<file path="src/rtl/stage_monitor_if.sv">
// Strobe bundle from the multicycle stage controller, as seen by stage_monitor.
// The controller drives through master; monitors only ever listen through slave.
interface stage_monitor_if;
    logic stage_reset_n;
    logic pc_wren;
    logic wb_if_wren;
    logic if_id_wren;
    logic id_ex_wren;
    logic ex_mem_wren;
    logic mem_wb_wren;
    logic ram_wren;
    logic reg_wren;

    modport master (
        output stage_reset_n, pc_wren, wb_if_wren, if_id_wren, id_ex_wren,
               ex_mem_wren, mem_wb_wren, ram_wren, reg_wren
    );

    modport slave (
        input  stage_reset_n, pc_wren, wb_if_wren, if_id_wren, id_ex_wren,
               ex_mem_wren, mem_wb_wren, ram_wren, reg_wren
    );
endinterface

</file>
<file path="src/rtl/stage_monitor.sv">
// Passive checker for the 9-slot write-enable strobe sequence: rebuilds the slot,
// counts retired instructions and latches the first protocol violation.
module stage_monitor #(
    parameter int CNT_W = 32
) (
    input  logic              clk,
    input  logic              reset_n,
    stage_monitor_if.slave    strb,
    input  logic              err_clr,
    output logic [3:0]        stage_code,
    output logic              instr_start,
    output logic [CNT_W-1:0]  retired,
    output logic              err,
    output logic [2:0]        err_code,
    output logic [3:0]        err_slot
);

    typedef enum logic [1:0] {
        ST_UNARMED = 2'd0,
        ST_TRACK   = 2'd1,
        ST_RESYNC  = 2'd2,
        ST_HALT    = 2'd3
    } state_t;

    localparam logic [3:0] CODE_HALT    = 4'hD;
    localparam logic [3:0] CODE_RESYNC  = 4'hE;
    localparam logic [3:0] CODE_UNARMED = 4'hF;
    localparam logic [3:0] SLOT_FIRST   = 4'd1;
    localparam logic [3:0] SLOT_LAST    = 4'd8;

    localparam logic [2:0] ERR_NONE  = 3'd0;
    localparam logic [2:0] ERR_RESET = 3'd1;
    localparam logic [2:0] ERR_MULTI = 3'd2;
    localparam logic [2:0] ERR_PC    = 3'd3;
    localparam logic [2:0] ERR_ORDER = 3'd4;

    // Strobe vector bit order: {wb_if, reg, mem_wb, ram, ex_mem, id_ex, if_id}
    function automatic logic [6:0] expected_strobe(input logic [3:0] slot);
        logic [6:0] exp_v;
        case (slot)
            4'd1:    exp_v = 7'b000_0001;
            4'd3:    exp_v = 7'b000_0010;
            4'd4:    exp_v = 7'b000_0100;
            4'd5:    exp_v = 7'b000_1000;
            4'd6:    exp_v = 7'b001_0000;
            4'd7:    exp_v = 7'b010_0000;
            4'd8:    exp_v = 7'b100_0000;
            default: exp_v = 7'b000_0000;
        endcase
        return exp_v;
    endfunction

    function automatic logic multi_hot(input logic [6:0] v);
        return (v & (v - 7'd1)) != 7'd0;
    endfunction

    // Highest-priority violation for a cycle that is checked against a slot.
    function automatic logic [2:0] classify(input logic [3:0] slot, input logic pc,
                                            input logic [6:0] v);
        logic [2:0] c;
        if (multi_hot(v)) begin
            c = ERR_MULTI;
        end else if (pc && (slot != SLOT_LAST)) begin
            c = ERR_PC;
        end else if (v != expected_strobe(slot)) begin
            c = ERR_ORDER;
        end else begin
            c = ERR_NONE;
        end
        return c;
    endfunction

    state_t             state_r, state_n;
    logic [3:0]         slot_r, slot_n;
    logic [3:0]         stage_code_r, stage_code_n;
    logic               instr_start_r, instr_start_n;
    logic [CNT_W-1:0]   retired_r, retired_n;
    logic               err_r, err_n;
    logic [2:0]         err_code_r, err_code_n;
    logic [3:0]         err_slot_r, err_slot_n;

    logic [6:0]         strobe_s;
    logic               any_strobe_s;
    logic               if_id_only_s;
    logic [3:0]         check_slot_s;
    logic [2:0]         viol_s;
    logic               cap_s;
    logic [2:0]         cap_code_s;
    logic [3:0]         cap_slot_s;

    assign strobe_s = {strb.wb_if_wren, strb.reg_wren, strb.mem_wb_wren, strb.ram_wren,
                       strb.ex_mem_wren, strb.id_ex_wren, strb.if_id_wren};
    assign any_strobe_s = (|strobe_s) | strb.pc_wren;
    assign if_id_only_s = (strobe_s == 7'b000_0001) && !strb.pc_wren;
    // An arming cycle out of UNARMED is judged as slot 0.
    assign check_slot_s = (state_r == ST_UNARMED) ? 4'd0 : slot_r;
    assign viol_s = classify(check_slot_s, strb.pc_wren, strobe_s);

    // Next-state, violation capture and next output values.
    always_comb begin
        state_n       = state_r;
        slot_n        = slot_r;
        stage_code_n  = stage_code_r;
        instr_start_n = 1'b0;
        retired_n     = retired_r;
        err_n         = err_r;
        err_code_n    = err_code_r;
        err_slot_n    = err_slot_r;
        cap_s         = 1'b0;
        cap_code_s    = ERR_NONE;
        cap_slot_s    = 4'd0;

        case (state_r)
            ST_UNARMED: begin
                if (!strb.stage_reset_n) begin
                    stage_code_n = CODE_UNARMED;
                    if (any_strobe_s) begin
                        cap_s      = 1'b1;
                        cap_code_s = ERR_RESET;
                        cap_slot_s = CODE_UNARMED;
                    end else begin
                        cap_s = 1'b0;
                    end
                end else if (viol_s != ERR_NONE) begin
                    cap_s      = 1'b1;
                    cap_code_s = viol_s;
                    cap_slot_s = 4'd0;
                end else begin
                    state_n      = ST_TRACK;
                    slot_n       = SLOT_FIRST;
                    stage_code_n = 4'd0;
                end
            end
            ST_TRACK: begin
                if (!strb.stage_reset_n) begin
                    if (any_strobe_s) begin
                        cap_s      = 1'b1;
                        cap_code_s = ERR_RESET;
                        cap_slot_s = slot_r;
                    end else begin
                        state_n      = ST_UNARMED;
                        stage_code_n = CODE_UNARMED;
                    end
                end else if (viol_s != ERR_NONE) begin
                    cap_s      = 1'b1;
                    cap_code_s = viol_s;
                    cap_slot_s = slot_r;
                end else begin
                    stage_code_n  = slot_r;
                    instr_start_n = (slot_r == SLOT_FIRST);
                    if (slot_r == SLOT_LAST) begin
                        slot_n    = 4'd0;
                        retired_n = retired_r + CNT_W'(1);
                    end else begin
                        slot_n = slot_r + 4'd1;
                    end
                end
            end
            ST_RESYNC: begin
                if (!strb.stage_reset_n) begin
                    if (any_strobe_s) begin
                        cap_s      = 1'b1;
                        cap_code_s = ERR_RESET;
                        cap_slot_s = CODE_RESYNC;
                    end else begin
                        state_n      = ST_UNARMED;
                        stage_code_n = CODE_UNARMED;
                    end
                end else if (if_id_only_s) begin
                    // Realignment point: this cycle is slot 1 of a fresh instruction.
                    state_n       = ST_TRACK;
                    slot_n        = 4'd2;
                    stage_code_n  = SLOT_FIRST;
                    instr_start_n = 1'b1;
                end else begin
                    stage_code_n = CODE_RESYNC;
                end
            end
            ST_HALT: begin
                stage_code_n = CODE_HALT;
            end
            default: begin
                state_n      = ST_UNARMED;
                stage_code_n = CODE_UNARMED;
            end
        endcase

        if (cap_s) begin
            state_n       = ST_HALT;
            stage_code_n  = CODE_HALT;
            instr_start_n = 1'b0;
            retired_n     = retired_r;
            err_n         = 1'b1;
            err_code_n    = cap_code_s;
            err_slot_n    = cap_slot_s;
        end else begin
            err_n = err_r;
        end

        // Clearing wins over whatever this cycle's check concluded.
        if (err_clr) begin
            state_n       = ST_RESYNC;
            slot_n        = slot_r;
            stage_code_n  = CODE_RESYNC;
            instr_start_n = 1'b0;
            retired_n     = retired_r;
            err_n         = 1'b0;
            err_code_n    = ERR_NONE;
            err_slot_n    = 4'd0;
        end else begin
            slot_n = slot_n;
        end
    end

    // State and output registers with synchronous active-low reset.
    always_ff @(posedge clk) begin
        if (!reset_n) begin
            state_r       <= ST_UNARMED;
            slot_r        <= 4'd0;
            stage_code_r  <= CODE_UNARMED;
            instr_start_r <= 1'b0;
            retired_r     <= '0;
            err_r         <= 1'b0;
            err_code_r    <= ERR_NONE;
            err_slot_r    <= 4'd0;
        end else begin
            state_r       <= state_n;
            slot_r        <= slot_n;
            stage_code_r  <= stage_code_n;
            instr_start_r <= instr_start_n;
            retired_r     <= retired_n;
            err_r         <= err_n;
            err_code_r    <= err_code_n;
            err_slot_r    <= err_slot_n;
        end
    end

    assign stage_code  = stage_code_r;
    assign instr_start = instr_start_r;
    assign retired     = retired_r;
    assign err         = err_r;
    assign err_code    = err_code_r;
    assign err_slot    = err_slot_r;

endmodule

</file>
<file path="src/flat_wrapper.sv">
// flat-port wrapper written by rule: the top's interface ports become plain ports
module stage_monitor_flat 
#(
    parameter int CNT_W = 32
)
  (clk, reset_n, err_clr, stage_code, instr_start, retired, err, err_code, err_slot, strb_stage_reset_n, strb_pc_wren, strb_wb_if_wren, strb_if_id_wren, strb_id_ex_wren, strb_ex_mem_wren, strb_mem_wb_wren, strb_ram_wren, strb_reg_wren);
  stage_monitor_if strb_i ();
  input  logic clk;
  input  logic reset_n;
  input  logic err_clr;
  output logic [3:0] stage_code;
  output logic instr_start;
  output logic [CNT_W-1:0] retired;
  output logic err;
  output logic [2:0] err_code;
  output logic [3:0] err_slot;
  input wire logic [$bits(strb_i.stage_reset_n)-1:0] strb_stage_reset_n;
  input wire logic [$bits(strb_i.pc_wren)-1:0] strb_pc_wren;
  input wire logic [$bits(strb_i.wb_if_wren)-1:0] strb_wb_if_wren;
  input wire logic [$bits(strb_i.if_id_wren)-1:0] strb_if_id_wren;
  input wire logic [$bits(strb_i.id_ex_wren)-1:0] strb_id_ex_wren;
  input wire logic [$bits(strb_i.ex_mem_wren)-1:0] strb_ex_mem_wren;
  input wire logic [$bits(strb_i.mem_wb_wren)-1:0] strb_mem_wb_wren;
  input wire logic [$bits(strb_i.ram_wren)-1:0] strb_ram_wren;
  input wire logic [$bits(strb_i.reg_wren)-1:0] strb_reg_wren;
  assign strb_i.stage_reset_n = strb_stage_reset_n;
  assign strb_i.pc_wren = strb_pc_wren;
  assign strb_i.wb_if_wren = strb_wb_if_wren;
  assign strb_i.if_id_wren = strb_if_id_wren;
  assign strb_i.id_ex_wren = strb_id_ex_wren;
  assign strb_i.ex_mem_wren = strb_ex_mem_wren;
  assign strb_i.mem_wb_wren = strb_mem_wb_wren;
  assign strb_i.ram_wren = strb_ram_wren;
  assign strb_i.reg_wren = strb_reg_wren;
  stage_monitor #(.CNT_W(CNT_W)) u_core (.clk(clk), .reset_n(reset_n), .strb(strb_i), .err_clr(err_clr), .stage_code(stage_code), .instr_start(instr_start), .retired(retired), .err(err), .err_code(err_code), .err_slot(err_slot));
endmodule
</file>
<file path="config.mk">
export PLATFORM = sky130hd
export DESIGN_NAME = stage_monitor_flat
export DESIGN_NICKNAME = d
export VERILOG_FILES = /design/src/rtl/stage_monitor_if.sv /design/src/rtl/stage_monitor.sv /design/src/flat_wrapper.sv
export SDC_FILE = /design/constraint.sdc
export NUM_CORES = 1
export LEC_CHECK = 0
export CAP_MARGIN = 0
export CORE_UTILIZATION = 50
export CTS_BUF_LIST = sky130_fd_sc_hd__clkbuf_16
export CTS_CLUSTER_DIAMETER = 40
export DETAILED_ROUTE_END_ITERATION = 10
export PLACE_DENSITY = 0.77
export SLEW_MARGIN = 20
export SYNTH_ARGS = -nofsm -noshare
export SYNTH_HDL_FRONTEND = slang
export SYNTH_SLANG_ARGS = --single-unit
</file>
<file path="constraint.sdc">
create_clock -name clk -period 8.78 [get_ports clk]
set_input_delay 1.756 -clock clk [delete_from_list [all_inputs] [get_ports clk]]
set_output_delay 1.756 -clock clk [all_outputs]
set_load 0.005 [all_outputs]
</file>
Word level (Yosys, flattened, before mapping)
Index checks and enable logic that the tools add are counted.
Storage, ports and cells
  register bits after elaboration: 51
  bits in latches: 0
  RAM bits: 0
  ROM bits: 0
  bits of input ports: 12
  memories kept: 0
Cells by class
  add/subtract/negate cells: 3
  multipliers: 0
  divide/modulo/power cells: 0
  order comparisons: 0
  eq/ne operators: 35
  shift-type cells: 0
  mux-type cells: 57
  bitwise operators: 6
  reductions and logical operators: 20
Operator list (count)
  two-way mux 4 bit: 22
  case mux 7 bit (7 select lines): 1
  adder 32 x 1 -> 32 bit, second input constant: 1
  case mux 4 bit (3 select lines): 2
  inequality test 4 x 3 -> 1 bit, second input constant: 5
  two-way mux 2 bit: 9
  equality test 4 x 3 -> 1 bit, second input constant: 4
  case mux 4 bit (4 select lines): 1
  two-way mux 3 bit: 5
  two-way mux 7 bit: 2
  two-way mux 1 bit: 11
  inequality test 2 bit, second input constant: 5
  inequality test 5 x 4 -> 1 bit, second input constant: 2
  AND reduction 5 bit: 2
  inequality test 3 x 2 -> 1 bit, second input constant: 3
  equality test 4 x 1 -> 1 bit, second input constant: 2
  equality test 4 bit, second input constant: 2
  AND reduction 8 bit: 1
  AND 7 bit: 1
  equality test 7 x 1 -> 1 bit, second input constant: 1
  inequality test 7 bit: 1
  nonzero test 7 bit: 1
  OR reduction 7 bit: 1
  subtractor 7 x 1 -> 7 bit, second input constant: 1
  24 further kinds: 35

Logic depth before layout (Yosys ltp)
Gate-level depths: netlist of run 1.
  word-level depth: 16
  mapped depth: 12
  depth with buffers taken out: 9

Least setup slack after synthesis of run 1
No wires, ideal clock.
  path kind: input to register
  start: in strb_ex_mem_wren
  end: reg u_core.retired_r[21] (netlist: u_core.retired[21])
  setup time: 128 ps
  data arrival time: 3783 ps
  required time: 8652 ps
  path slack: 4869 ps
  cell stages on the path: 9
  path buffers: 2
  cell sequence: or4_4 -> nor3_4 -> o2111ai_2 -> or4_4 -> buf_6 -> buf_6 -> nor4_4 -> xnor2_1 -> nor2_1
Between the ends
  cells in the longest elaborated chain, start to end: 10
  elaborated cells between the ends (all ways): 18
  classes of those cells: add/sub: 1; eq/ne: 1; mux: 8; bitwise: 4; reduce/logical: 4
RTL lines
  from (decl): RTL line flat_wrapper.sv:22  | input wire logic [$bits(strb_i.ex_mem_wren)-1:0] strb_ex_mem_wren;
  subtractor 7 x 1 -> 7 bit or inequality test 7 bit (tied branches): RTL line stage_monitor.sv:54, stage_monitor.sv:65
  AND 7 bit or two-way mux 3 bit (tied branches): RTL line stage_monitor.sv:54, stage_monitor.sv:65
  nonzero test 7 bit or two-way mux 3 bit (tied branches): RTL line stage_monitor.sv:54, stage_monitor.sv:63
  two-way mux 3 bit: RTL line stage_monitor.sv:61  | if (multi_hot(v)) begin
  nonzero test 3 bit: RTL line stage_monitor.sv:124, stage_monitor.sv:144
  two-way mux 1 bit: RTL line stage_monitor.sv:124, stage_monitor.sv:144
  two-way mux 1 bit: RTL line stage_monitor.sv:115  | if (!strb.stage_reset_n) begin
  case mux 1 bit (2 select lines): RTL line stage_monitor.sv:113  | case (state_r)
  inverter 1 bit (no line)
  AND reduction 6 bit (no line) *
  to (signal assigned): RTL line stage_monitor.sv:231  | retired_r <= retired_n;
  to (decl): RTL line stage_monitor.sv:77  | logic [CNT_W-1:0] retired_r, retired_n;
Mark *: on every way between the ends. The rest lies on a longest branch, timed or not.
A chain may end at the register's enable or synchronous reset.

Worst setup path after layout of run 1
  start: in strb_stage_reset_n
  end: reg u_core.retired_r[22] (netlist: u_core.retired[22])
Between the ends
  cells in the longest elaborated chain, start to end: 4
  elaborated cells between the ends (all ways): 5
  classes of those cells: mux: 3; bitwise: 1; reduce/logical: 1
RTL lines
  from (decl): RTL line flat_wrapper.sv:17  | input wire logic [$bits(strb_i.stage_reset_n)-1:0] strb_stage_reset_n;
  two-way mux 1 bit (on tied branches): RTL line stage_monitor.sv:160, stage_monitor.sv:115
  case mux 1 bit (2 select lines): RTL line stage_monitor.sv:113
  inverter 1 bit (no line)
  AND reduction 6 bit (no line) *
Marked as above.

==> reports/results.tsv, run 1 <==
metric	value	unit
H-tree Lvls	2	
sequential share of the synthesized area	32.41	%
Clock Path Buffers	2	
Worst setup EP type	flip-flop	
drc violations	0	
Iteration-0 DRC Markers	167	
Critical Path RT	8.98	ns
Wirelength per Cell	15.69	um
CTS resizes	0	
clk root buf	clkbuf_16	
Period minus WS final	4.854	ns
GR Util All Layers	24.89	%
clk_lat worst skew	0.29	ns
hpwl dp	5562	um
setup_tns	0	ns
number of max-cap violations	0	
worst min path class	flip-flop to flip-flop	
row count	28	
final period utilization	55.29	%
RSZ-0062 raised after global routing	false	
ratio of cells with drive above 1 in the final layout	8.019	%
Synth Register Bits	51	
worst-path fanout max	16	
final clock skew	0.004303	ns
first-pass GRT wire length	12900	um
Post-Synthesis Cell Area	0.003151	mm^2
hold_buf cts	0	
n_diodes	0	
Worst slew margin	31.16	%
library cells used by synthesis	62	
cell with the most instances after synthesis	dfxtp_1	
count of final setup violators	0	
width of the die	81.38	um
CTS tree	done	
Worst Tran Pin Value	1.026	ns
VDD IR max	0.1317	mV
Yosys top cell area share	32.41	%
Clock Pin Slew Worst Setup and Hold Paths	0.07	ns
CTS buffer count	5	
Worst path slowest cell	clkdlybuf4s50_1	
Async SR Flop Fraction	0	%
Port Buf Inserts	56	
vias in the first global route	2793	
Post-Synthesis Cells	381	
CP arrival	5.05	ns
Startpoint Class	input port	
setup repair bufs after CTS	0	
leakage power	0.001253	uW
Post-synth top cells	dfxtp_1 (51), nor2_1 (45), nand2_1 (26), a21oi_1 (24), o21ai_0 (22)	
YS warnings	0	
antenna viol nets, final	0	
largest cells by area after synthesis	dfxtp_1 (32%), nor2_1 (5.4%), xnor2_1 (5.3%)	
die area	0.006623	mm^2
Post-synth top flop	dfxtp_1	
worst path cell trace	clkdlybuf4s50_1, clkinv_1, nor4_1, o2111ai_2, nor4_4, nand3_1, or4_1, a21oi_1	
Fmax achieved	206.0	MHz
Slew Viols, Final	0	
Area Growth Syn to Fin	23.31	%
initial antenna violation count	0	
grt ovf	0	
Pwr Density	143.9	mW/mm^2
CTS sink cnt	51	
Post-synth EDFFs	0	
First-pass DRT Iterations	4	
starting density of the core	52.59	%
vias	3034	
Synth area leader	dfxtp_1	
Die Ht	81.38	um
CORE AREA	0.005991	mm^2
Via density	6.080	
Ports	57	
final WL	7829	um
nets@finish	444	
Final Hold Vio Count	0	
post-synthesis area per instance	8.269	um^2
syn nets	402	
largest net degree at the start of global routing	36	
outcome	completed	
slowest stage delay, CP	0.69	ns
routability cong.	0.9152	
Fin Hold WS	0.4580	ns
WS Path Type	input port to flip-flop	
## cell families after synthesis
family	after synthesis	synth area share (%)
AO/OA/AOI/OAI	89	18.59
XOR/XNOR	20	5.560
adder cells (fa/ha/maj)	9	3.574
buffers and inverters	38	5.242
flip-flops	51	32.41
multiplexers	4	1.271
AND/OR/NAND/NOR	170	33.36
## layout by cell type, fill, tap and decap left out, types with 3 or more instances in the layout
master	Yosys	layout
a211oi_1	4	4
clkinv_1	2	3
xnor2_1	19	19
nor4_4	3	3
nand4_1	7	7
nor4b_2	3	3
o21ai_0	22	22
inv_1	15	15
nand3b_1	3	3
o31ai_1	6	5
o211ai_1	5	5
and4_1	3	3
nand2_1	26	26
nor4_2	6	6
ha_1	9	9
nor3_1	6	6
dfxtp_1	51	51
clkdlybuf4s50_1	0	56
mux2i_1	4	4
nor3_2	6	6
a21oi_1	24	24
nor4_1	5	5
or3_1	10	10
nor2_1	45	45
or4_1	4	4
clkbuf_16	0	5
nand2b_1	3	3
a21o_1	3	3
nand3_1	19	19
## metal layers
layer | global-route usage [%] | up-vias | routed length [um]
li1 | - | 1476 | -
met1 | 29.28 | 1437 | 3345
met3 | 3.820 | 15 | 396
met2 | 44.67 | 106 | 3938
met4 | 9.821 | 0 | 148
met5 | 0 | - | 0
## worst max-delay path: cells and delay by family
family | cells | cell delay, ns
AO/OA/AOI/OAI | 2 | 0.38
AND/OR/NAND/NOR | 4 | 1.88
buffers and inverters | 2 | 1.01
## power by group
| group | internal (uW) | switching, uW |
|---|---|---|
| Combinational | 36.9 | 52.9 |
| Clock | 135 | 91.5 |
| Sequential | 237 | 6.09 |
## layout make-up
type / instances / area [um^2]
Clock inverter: 3 / 42.54
Multi-Input combinational cell: 292 / 1978
Tap cell: 75 / 93.84
Fill cell: 523 / 2106
Clock buffer: 5 / 125.1
Sequential cell: 51 / 1021
Timing Repair Buffer: 56 / 560.5
Inverter: 17 / 63.81
## metrics by stage
| stage | area (um^2) | util (%) | cells | setup WS (ns) | total power (uW) |
|---|---|---|---|---|---|
| 2_1_floorplan | 3151 | - | 381 | 4.869 | 306.0 |
| 3_3_place_gp | 3709 | 61.90 | 491 | 3.849 | 334.7 |
| 3_5_place_dp | 3709 | 61.90 | 491 | 3.681 | 335.9 |
| 4_1_cts | 3876 | 64.70 | 499 | 3.985 | 557.3 |
| 5_1_grt | 3885 | 64.85 | 499 | 3.713 | 582.2 |
| 6_report | 3885 | 64.85 | 499 | 3.926 | 558.9 |
## worst paths after layout
path / from / endpoint / slack, ns / cells after the start
max reg2reg: u_core.state_r[0]$_SDFFE_PP0P_ / u_core.retired[22]$_SDFFE_PN0P_ / 5.17 / 9
min reg2reg: u_core.err_code[1]$_SDFFE_PP0P_ / u_core.err_code[1]$_SDFFE_PP0P_ / 0.46 / 2
max: strb_stage_reset_n / u_core.retired[22]$_SDFFE_PN0P_ / 3.93 / 8
min: u_core.err_code[1]$_SDFFE_PP0P_ / u_core.err_code[1]$_SDFFE_PP0P_ / 0.46 / 2
## flip-flops by register name, summed over array words and instances (netlist names)
name / flops
u_core.slot_r: 4
u_core.err_slot: 4
u_core.stage_code: 4
u_core.err: 1
u_core.err_code: 3
u_core.state_r: 2
u_core.instr_start: 1
u_core.retired: 32
(Power assumes the default switching activity.)
==> inputs of run 2 (changes only) <==
--- a/config.mk
+++ b/config.mk
@@ -6,7 +6,7 @@
 export NUM_CORES = 1
 export LEC_CHECK = 0
 export CAP_MARGIN = 0
-export CORE_UTILIZATION = 50
+export CORE_UTILIZATION = 48
 export CTS_BUF_LIST = sky130_fd_sc_hd__clkbuf_16
 export CTS_CLUSTER_DIAMETER = 40
 export DETAILED_ROUTE_END_ITERATION = 10
==> constraint.sdc (replaced) <==
create_clock -name clk -period 4.2 [get_ports clk]
set_input_delay 0.84 -clock clk [delete_from_list [all_inputs] [get_ports clk]]
set_output_delay 0.84 -clock clk [all_outputs]
set_load 0.005 [all_outputs]
==> run 2 against run 1 <==
  * Combinational power rose by 110%
  * Routed wire length fell by 0.34%
  * Sequential cell count did not move
  * Critical endpoint is now u_core.retired[24]$_SDFFE_PN0P_
  * Largest cell class unchanged
  * Largest power group unchanged
==> reports/results.tsv, run 2 (same netlist as run 1, synthesis figures left out) <==
metric	value	unit	change
Layout Cells excl Fill	506		+1.4%
CTS buffer count	5		unchanged
Worst slew margin	30.53	%	-0.63 points
Via density	6.034		-0.77%
most frequent cells in the layout	clkdlybuf4s50_1 (56), dfxtp_1 (51), nor2_1 (45)		
routed wl met3	410	um	+3.5%
H-tree Lvls	2		unchanged
number of instances in the placed design	499		+1.6%
Area Growth Syn to Fin	23.63	%	
hold_buf cts	0		unchanged
grt ovf	0		unchanged
Pwr Density	280.2	mW/mm^2	+95%
max reg flops	32		unchanged
Worst Tran Pin Value	1.036	ns	+0.009545 ns
Port Buf Inserts	56		unchanged
Clock Pin Slew Worst Setup and Hold Paths	0.06	ns	about the same
clk_lat worst skew	0.29	ns	about the same
routability cong.	0.9366		+2.3%
CTS resizes	0		unchanged
number of max-cap violations	0		unchanged
worst-path fanout max	16		unchanged
vias in the first global route	2820		+0.97%
metal2 WL	3755	um	-4.6%
worst min path class	flip-flop to flip-flop		
setup_tns	0	ns	unchanged
ratio of cells with drive above 1 in the final layout	9.324	%	+1.3 points
CORE AREA	0.006350	mm^2	+6.0%
clk root buf	clkbuf_16		
setup repair bufs after CTS	0		unchanged
initial antenna violation count	0		unchanged
Final Hold Vio Count	0		unchanged
hpwl dp	5617	um	+0.99%
Ports	57		unchanged
FILL cells	545		+4.2%
RSZ-0062 raised after global routing	false		
outcome	completed		
Die Ht	83.02	um	+2.0%
CP arrival	3.72	ns	-1.33 ns
First-pass DRT Iterations	5		+1
WS Path Type	input port to flip-flop		
GR Util All Layers	22.94	%	-2.0 points
Worst setup EP type	flip-flop		
antenna viol nets, final	0		unchanged
Startpoint Class	input port		
width of the die	83.02	um	+2.0%
uppermost layer routed	met4		
count of final setup violators	0		unchanged
Period minus WS final	3.502	ns	
vias	3053		+0.63%
largest net degree at the start of global routing	35		-2.8%
row count	29		+3.6%
n_diodes	0		unchanged
starting density of the core	49.62	%	-3.0 points
CTS sink cnt	51		unchanged
Wirelength per Cell	15.42	um	-1.7%
Clock Path Buffers	2		unchanged
nets@finish	450		+1.4%
fin util	61.34	%	-3.5 points
Iteration-0 DRC Markers	186		+11%
Critical Path RT	4.42	ns	-4.56 ns
final period utilization	83.38	%	
drc violations	0		unchanged
Slew Viols, Final	0		unchanged
PnR Total Power	1091	uW	+95%
die area	0.006891	mm^2	+4.1%
M1 WL	3421	um	+2.3%
VDD IR max	0.1859	mV	+41%
Fin Hold WS	0.4643	ns	+0.006276 ns
final WL	7802	um	-0.34%
most common cell after layout, fill and taps aside	clkdlybuf4s50_1		
Fmax achieved	285.5	MHz	
final clock skew	0.006336	ns	+0.002033 ns
leakage power	0.001269	uW	+1.3%
CTS tree	done		
first-pass GRT wire length	13210	um	+2.4%
run 2: worst max-delay path, stage by stage:
cell,delay (ns)
clkdlybuf4s50_1,0.50
or4_4,0.60
nor3_4,0.19
o2111ai_2,0.20
nor4_4,0.20
nand3_1,0.42
or4_1,0.61
a21oi_1,0.15
run 2: cell type report:
cell class / instances / area (um^2) / share of cell area (%)
Multi-Input combinational cell: 292 / 1969 / 50.56
Sequential cell: 51 / 1021 / 26.21
Timing Repair Buffer: 62 / 605.6 / 15.55
Clock buffer: 5 / 125.1 / 3.212
Tap cell: 77 / 96.34 / 2.473
Inverter: 17 / 63.81 / 1.638
Clock inverter: 2 / 13.76 / 0.3534
run 2: path summary, 6_finish.rpt:
path	from	end	slack, ns	cells past startpoint
setup / recovery	strb_ex_mem_wren	u_core.retired[24]$_SDFFE_PN0P_	0.70	8
hold / removal	u_core.err_code[1]$_SDFFE_PP0P_	u_core.err_code[1]$_SDFFE_PP0P_	0.46	2
setup reg to reg	u_core.state_r[1]$_SDFFE_PN0P_	u_core.retired[24]$_SDFFE_PN0P_	0.87	9
hold reg to reg	u_core.err_code[1]$_SDFFE_PP0P_	u_core.err_code[1]$_SDFFE_PP0P_	0.46	2
run 2: power by group:
group / leakage, uW / internal [uW] / switching, uW
clock: 0.0000696 / 218 / 175
sequential: 0.000413 / 495 / 13.1
combinational: 0.000787 / 79.6 / 111
run 2: per-layer routing:
metal / vias to the layer above / GRT usage (%)
met5: - / 0
met4: 0 / 10.19
met3: 24 / 4.175
met2: 118 / 38.60
met1: 1419 / 28.54
li1: 1492 / -
run 2: metrics by stage:
step / instance area [um^2] / setup WS (ns)
final: 3895 / 0.6978
after global routing: 3895 / 0.4841
after CTS: 3895 / 0.7102
after detailed placement: 3756 / 0.4263
after global placement: 3756 / 0.4974
after floorplan: 3151 / 1.205
